$ cat config.mk
export PLATFORM = sky130hd
export DESIGN_NAME = handshaking_rr_arbiter
export DESIGN_NICKNAME = d
export VERILOG_FILES = /design/src/rtl/handshaking_rr_arbiter_pkg.sv /design/src/rtl/rr_priority_select.sv /design/src/rtl/handshaking_rr_arbiter.sv
export SDC_FILE = /design/constraint.sdc
export NUM_CORES = 1
export LEC_CHECK = 0
export ABC_AREA = 1
export BUFFER_PORTS_ARGS = -buffer_cell sky130_fd_sc_hd__buf_2
export CAP_MARGIN = 20
export CORE_UTILIZATION = 52
export DETAILED_ROUTE_END_ITERATION = 8
export HOLD_SLACK_MARGIN = 0.12
export PLACE_DENSITY = 0.85
export SETUP_SLACK_MARGIN = 0.3
export SYNTH_ARGS = -nofsm -noshare
export SYNTH_HDL_FRONTEND = slang
export SYNTH_SLANG_ARGS = --single-unit
$ cat constraint.sdc
create_clock -name clk -period 3.4 [get_ports clk]
set_input_delay 0.51 -clock clk [delete_from_list [all_inputs] [get_ports clk]]
set_output_delay 0.51 -clock clk [all_outputs]
set_load 0.02 [all_outputs]
$ cat src/rtl/handshaking_rr_arbiter_pkg.sv
// Shared definitions for the handshaking round-robin arbiter.
package handshaking_rr_arbiter_pkg;

    // Arbiter FSM: IDLE picks the next requester, GRANT streams its burst.
    typedef enum logic {
        ST_IDLE  = 1'b0,
        ST_GRANT = 1'b1
    } arb_state_e;

endpackage

$ cat src/rtl/rr_priority_select.sv
// Combinational round-robin priority select: finds the first set request bit
// starting at ptr and searching upward with wrap. Reusable by other arbiters.
module rr_priority_select #(
    parameter int unsigned NUM_REQ = 4,
    localparam int unsigned PTR_W  = (NUM_REQ > 1) ? $clog2(NUM_REQ) : 1
) (
    input  logic [NUM_REQ-1:0] req,
    input  logic [PTR_W-1:0]   ptr,
    output logic [NUM_REQ-1:0] sel,
    output logic               any
);

    logic             found;
    logic [PTR_W:0]   pos_sum;
    logic [PTR_W-1:0] pos;

    // Walk the requests in rotated order; the first hit wins.
    always_comb begin
        sel     = '0;
        found   = 1'b0;
        pos_sum = '0;
        pos     = '0;
        for (int unsigned i = 0; i < NUM_REQ; i++) begin
            // Explicit modulo by subtraction keeps non-power-of-2 counts correct.
            pos_sum = {1'b0, ptr} + (PTR_W + 1)'(i);
            if (pos_sum >= (PTR_W + 1)'(NUM_REQ)) begin
                pos_sum = pos_sum - (PTR_W + 1)'(NUM_REQ);
            end
            pos = pos_sum[PTR_W-1:0];
            if (!found && req[pos]) begin
                sel[pos] = 1'b1;
                found    = 1'b1;
            end
        end
    end

    assign any = |req;

endmodule

$ cat src/rtl/handshaking_rr_arbiter.sv
// Round-robin arbiter sharing one valid/ready channel among NUM_REQ requesters.
// Each grant lasts at most BURST_LEN beats; the output side is a registered
// full-throughput stage.
module handshaking_rr_arbiter
    import handshaking_rr_arbiter_pkg::*;
#(
    parameter int unsigned NUM_REQ    = 4,
    parameter int unsigned DATA_WIDTH = 8,
    parameter int unsigned BURST_LEN  = 4
) (
    input  logic                          clk,
    input  logic                          rst,
    input  logic [NUM_REQ-1:0]            req_valid,
    input  logic [NUM_REQ*DATA_WIDTH-1:0] req_data,
    output logic [NUM_REQ-1:0]            req_ready,
    output logic                          out_valid,
    output logic [DATA_WIDTH-1:0]         out_data,
    input  logic                          out_ready,
    output logic [NUM_REQ-1:0]            grant,
    output logic                          busy
);

    localparam int unsigned PTR_W = $clog2(NUM_REQ);
    localparam int unsigned CNT_W = $clog2(BURST_LEN + 1);

    arb_state_e              state_q, state_d;
    logic [PTR_W-1:0]        rr_ptr_q, rr_ptr_d;
    logic [NUM_REQ-1:0]      grant_q, grant_d;
    logic [CNT_W-1:0]        beat_cnt_q, beat_cnt_d;
    logic                    out_valid_q, out_valid_d;
    logic [DATA_WIDTH-1:0]   out_data_q, out_data_d;

    logic [NUM_REQ-1:0]      pick_sel;
    logic                    pick_any;
    logic [PTR_W-1:0]        gnt_idx;
    logic [PTR_W-1:0]        next_ptr;
    logic [DATA_WIDTH-1:0]   gnt_data;
    logic                    gnt_valid;
    logic                    in_grant;
    logic                    slot_free;
    logic                    accept;
    logic                    last_beat;
    logic                    grant_done;

    rr_priority_select #(
        .NUM_REQ (NUM_REQ)
    ) u_select (
        .req (req_valid),
        .ptr (rr_ptr_q),
        .sel (pick_sel),
        .any (pick_any)
    );

    // Encode the one-hot grant and mux the granted requester's valid/data.
    always_comb begin
        gnt_idx  = '0;
        gnt_data = '0;
        for (int unsigned i = 0; i < NUM_REQ; i++) begin
            if (grant_q[i]) begin
                gnt_idx  = PTR_W'(i);
                gnt_data = req_data[i*DATA_WIDTH +: DATA_WIDTH];
            end
        end
    end

    assign gnt_valid  = |(req_valid & grant_q);
    assign in_grant   = (state_q == ST_GRANT);
    // Output slot can take a beat if empty or draining this cycle.
    assign slot_free  = ~out_valid_q | out_ready;
    assign req_ready  = in_grant ? (grant_q & {NUM_REQ{slot_free}}) : '0;
    assign accept     = in_grant & gnt_valid & slot_free;
    assign last_beat  = (beat_cnt_q == CNT_W'(BURST_LEN - 1));
    // A dropped valid forfeits the rest of the burst.
    assign grant_done = in_grant & (~gnt_valid | (accept & last_beat));
    assign next_ptr   = (gnt_idx == PTR_W'(NUM_REQ - 1)) ? '0 : gnt_idx + PTR_W'(1);

    // Arbitration FSM next state: pick in IDLE, count and release in GRANT.
    always_comb begin
        state_d    = state_q;
        rr_ptr_d   = rr_ptr_q;
        grant_d    = grant_q;
        beat_cnt_d = beat_cnt_q;
        unique case (state_q)
            ST_IDLE: begin
                if (pick_any) begin
                    grant_d    = pick_sel;
                    beat_cnt_d = '0;
                    state_d    = ST_GRANT;
                end
            end
            ST_GRANT: begin
                if (accept) begin
                    beat_cnt_d = beat_cnt_q + CNT_W'(1);
                end
                if (grant_done) begin
                    grant_d  = '0;
                    rr_ptr_d = next_ptr;
                    state_d  = ST_IDLE;
                end
            end
        endcase
    end

    // Output register: load on accept, drain on out_ready, otherwise hold.
    always_comb begin
        out_valid_d = out_valid_q;
        out_data_d  = out_data_q;
        if (accept) begin
            out_valid_d = 1'b1;
            out_data_d  = gnt_data;
        end else if (out_ready) begin
            out_valid_d = 1'b0;
        end
    end

    // State registers with synchronous reset; reset drops any held beat.
    always_ff @(posedge clk) begin
        if (rst) begin
            state_q     <= ST_IDLE;
            rr_ptr_q    <= '0;
            grant_q     <= '0;
            beat_cnt_q  <= '0;
            out_valid_q <= 1'b0;
            out_data_q  <= '0;
        end else begin
            state_q     <= state_d;
            rr_ptr_q    <= rr_ptr_d;
            grant_q     <= grant_d;
            beat_cnt_q  <= beat_cnt_d;
            out_valid_q <= out_valid_d;
            out_data_q  <= out_data_d;
        end
    end

    assign out_valid = out_valid_q;
    assign out_data  = out_data_q;
    assign grant     = grant_q;
    assign busy      = in_grant;

endmodule

==> impl_metrics.yaml <==
sta:
  drv_slew: 0
  max_freq_mhz: 473
  worst_pin_slew_ps: 721
  post-route-min-period_ps: 2110
  relSlewSlack: 0.518
  fin_worst_skew_ps: 3.23
  period_share: 0.621
  hold_violations: 0
  grt_setup_unrepaired: "no"
  finalSetupTns_ps: 0
  setup_viol: 0
drt:
  wl_per_cell_um: 12.2
  firstDrtPassIters: 4
  ant_nets: 0
  vias: 1604
  drt_iter0_drc: 42
  routed_wl_um: 3700
  drc: 0
  viasPerCell: 5.31
placed_design:
  io_buffers: 56
  dpl.hpwl_um: 2850
  dpl_cell_area_mm2: 0.00172
  place_inst: 298
  place.gp.congestion: 0.879
power:
  finalPower_mw: 0.952
  ir_drop_mv: 0.360
  p_per_area_mw_per_mm2: 547
  p_leak_nw: 0.847
grt:
  grt_pass1_wl_um: 5330
  grt_max_degree: 21
  grt_overflow: 0
  antenna_found_initial: 0
  grt_usage: 0.250
  grt_pass1_vias: 1172
cells_and_area:
  layout-drive-gt1-share: 0.276
  diodes: 0
  layout.cells.non_filler: 302
  finish.instance_area_mm2: 0.00174
  final_core_util: 0.690
  area_delta_synth_final_pct: 22.8
  fin_nets: 321
clock_network:
  htree_levels: 1
  ctsHoldBuffers: 0
  clk_path_buf_depth: 2
  cts.repair.resized: 0
  post_cts_buffers: 0
  cts_sinks: 19
  cts_buffers: 3
  clkSlewWorstSetupHoldPaths_ps: 110
  clk_latency_ps: 300
  cts_root_buf: "clkbuf_4"
  tritoncts: "yes"
min_path:
  hold_path.class: "register to register"
  hold_start: "beat_cnt_q[2]$_SDFFE_PP0P_"
die:
  row_count: 18
  die_y_um: 54.2
  core_mm2: 0.00252
  io_pins: 57
  die_x_um: 54.2
  die_area_mm2: 0.00294
  start_util: 0.563
yosys:
  synth_common_cells: "58 x nand2_1, 37 x nand3_1, 20 x a21oi_1, 19 x dfxtp_1, 19 x inv_1"
  synth_top_flop_cell: "dfxtp_1"
  yosysUniqueCellTypes: 22
  ys_seq_area_frac: 0.268
  synth_nets: 266
  synth_area_leaders: "dfxtp_1 27%, nand2_1 15%, nand3_1 13%, ha_1 7.9%, a21oi_1 7.1%"
  async_flop_share: 0
  synth_top_area_frac: 0.268
  syn-cell-area_mm2: 0.00142
  synth.most_common_cell: "nand2_1"
  synth-seq-cells: 19
  synth_edf_count: 0
  synth_warnings: 0
  avgSynthCellArea_um2: 6.51
  syn_inst: 218
  yosys.area.top_type: "dfxtp_1"
worst_setup_path:
  slowest_delay_ps: 620
  cp_cell_sequence: "inv_1 > nor3_1 > buf_2"
  end_kind: "primary output"
  startpoint: "grant[3]$_SDFFE_PP0P_"
  required_ps: 2890
  crit_type: "register to primary output"
  arrival_ps: 1600
  rr_startpoint: "rr_ptr_q[0]$_SDFFE_PP0P_"
  cpMaxStageDelayCell: "dfxtp_1"
  cp-start-kind: "register"
  cp_max_fo: 12
run:
  cap_violations: 0
outcome:
  outcome: "completed"
final timing paths:
kind	cells past startpoint	slack, ps	end
hold reg to reg	2	470	beat_cnt_q[2]$_SDFFE_PP0P_
setup reg to reg	11	1320	grant[1]$_SDFFE_PP0P_
setup / recovery	3	1290	req_ready[3]
hold / removal	2	470	beat_cnt_q[2]$_SDFFE_PP0P_
cell type report:
class                           instances  area [µm²]
Sequential cell                        19         380
Inverter                               20        77.6
Multi-Input combinational cell        172         932
Timing Repair Buffer                   57         288
Fill cell                             271         781
Clock buffer                            4        26.3
Tap cell                               30        37.5
cells by family (layout without fill, tap and decap cells):
logic type	Yosys count	after routing	share of synthesized area
adders and majority gates	9	9	0.0794
and+or+nand+nor	124	124	0.421
AOI/OAI and AO/OA	39	39	0.157
buffers and inverters	27	81	0.0750
DFF	19	19	0.268
power by group:
group	internal, mW	leakage (nW)	switching [mW]	total (mW)
sequential	0.252	0.154	0.0528	0.305
combinational	0.182	0.678	0.348	0.530
clock	0.0457	0.0150	0.0713	0.117
total	0.480	0.847	0.472	0.952
through the flow:
| step | setup slack, ps | hold WS (ps) |
|---|---|---|
| 3_3_place_gp | 1410 | 445 |
| 4_1_cts | 1310 | 468 |
| 3_5_place_dp | 1370 | 451 |
| 5_1_grt | 1160 | 488 |
| 2_1_floorplan | 1460 | 428 |
| 6_report | 1290 | 466 |
cells in the final DEF (no fill, tap or decap):
cell type and count:
nor2_4 2, a21oi_1 20, buf_2 56, a21oi_2 4
ha_1 9, buf_4 1, o32ai_1 2, nand2_4 4
clkbuf_4 3, or2_2 1, nand2_1 58, nand4_1 2
nand3_1 37, nand2_2 1, clkbuf_1 1, nand3_4 2
inv_1 19, nor2_1 15, a31oi_1 4, nor3_1 2
o21ai_0 9, inv_4 1, dfxtp_1 19
critical path, delay by kind of cell, from the launching register on:
kind	cells	cell delay, ps
flops	1	620
buf+inv	2	470
simple gates	1	220
flip-flops by register name, indices dropped and copies added (netlist names):
| signal | count |
|---|---|
| out_valid | 1 |
| beat_cnt_q | 3 |
| grant | 4 |
| busy | 1 |
| rr_ptr_q | 2 |
| out_data | 8 |
per-layer routing:
metal,track usage,share of wire,up-vias
met2,0.423,0.50,38
met4,0.0385,0.0038,0
li1,-,-,838
met5,0,0,-
met1,0.326,0.45,726
met3,0.0611,0.045,2
No activity file was read; power rests on OpenSTA's default activity.
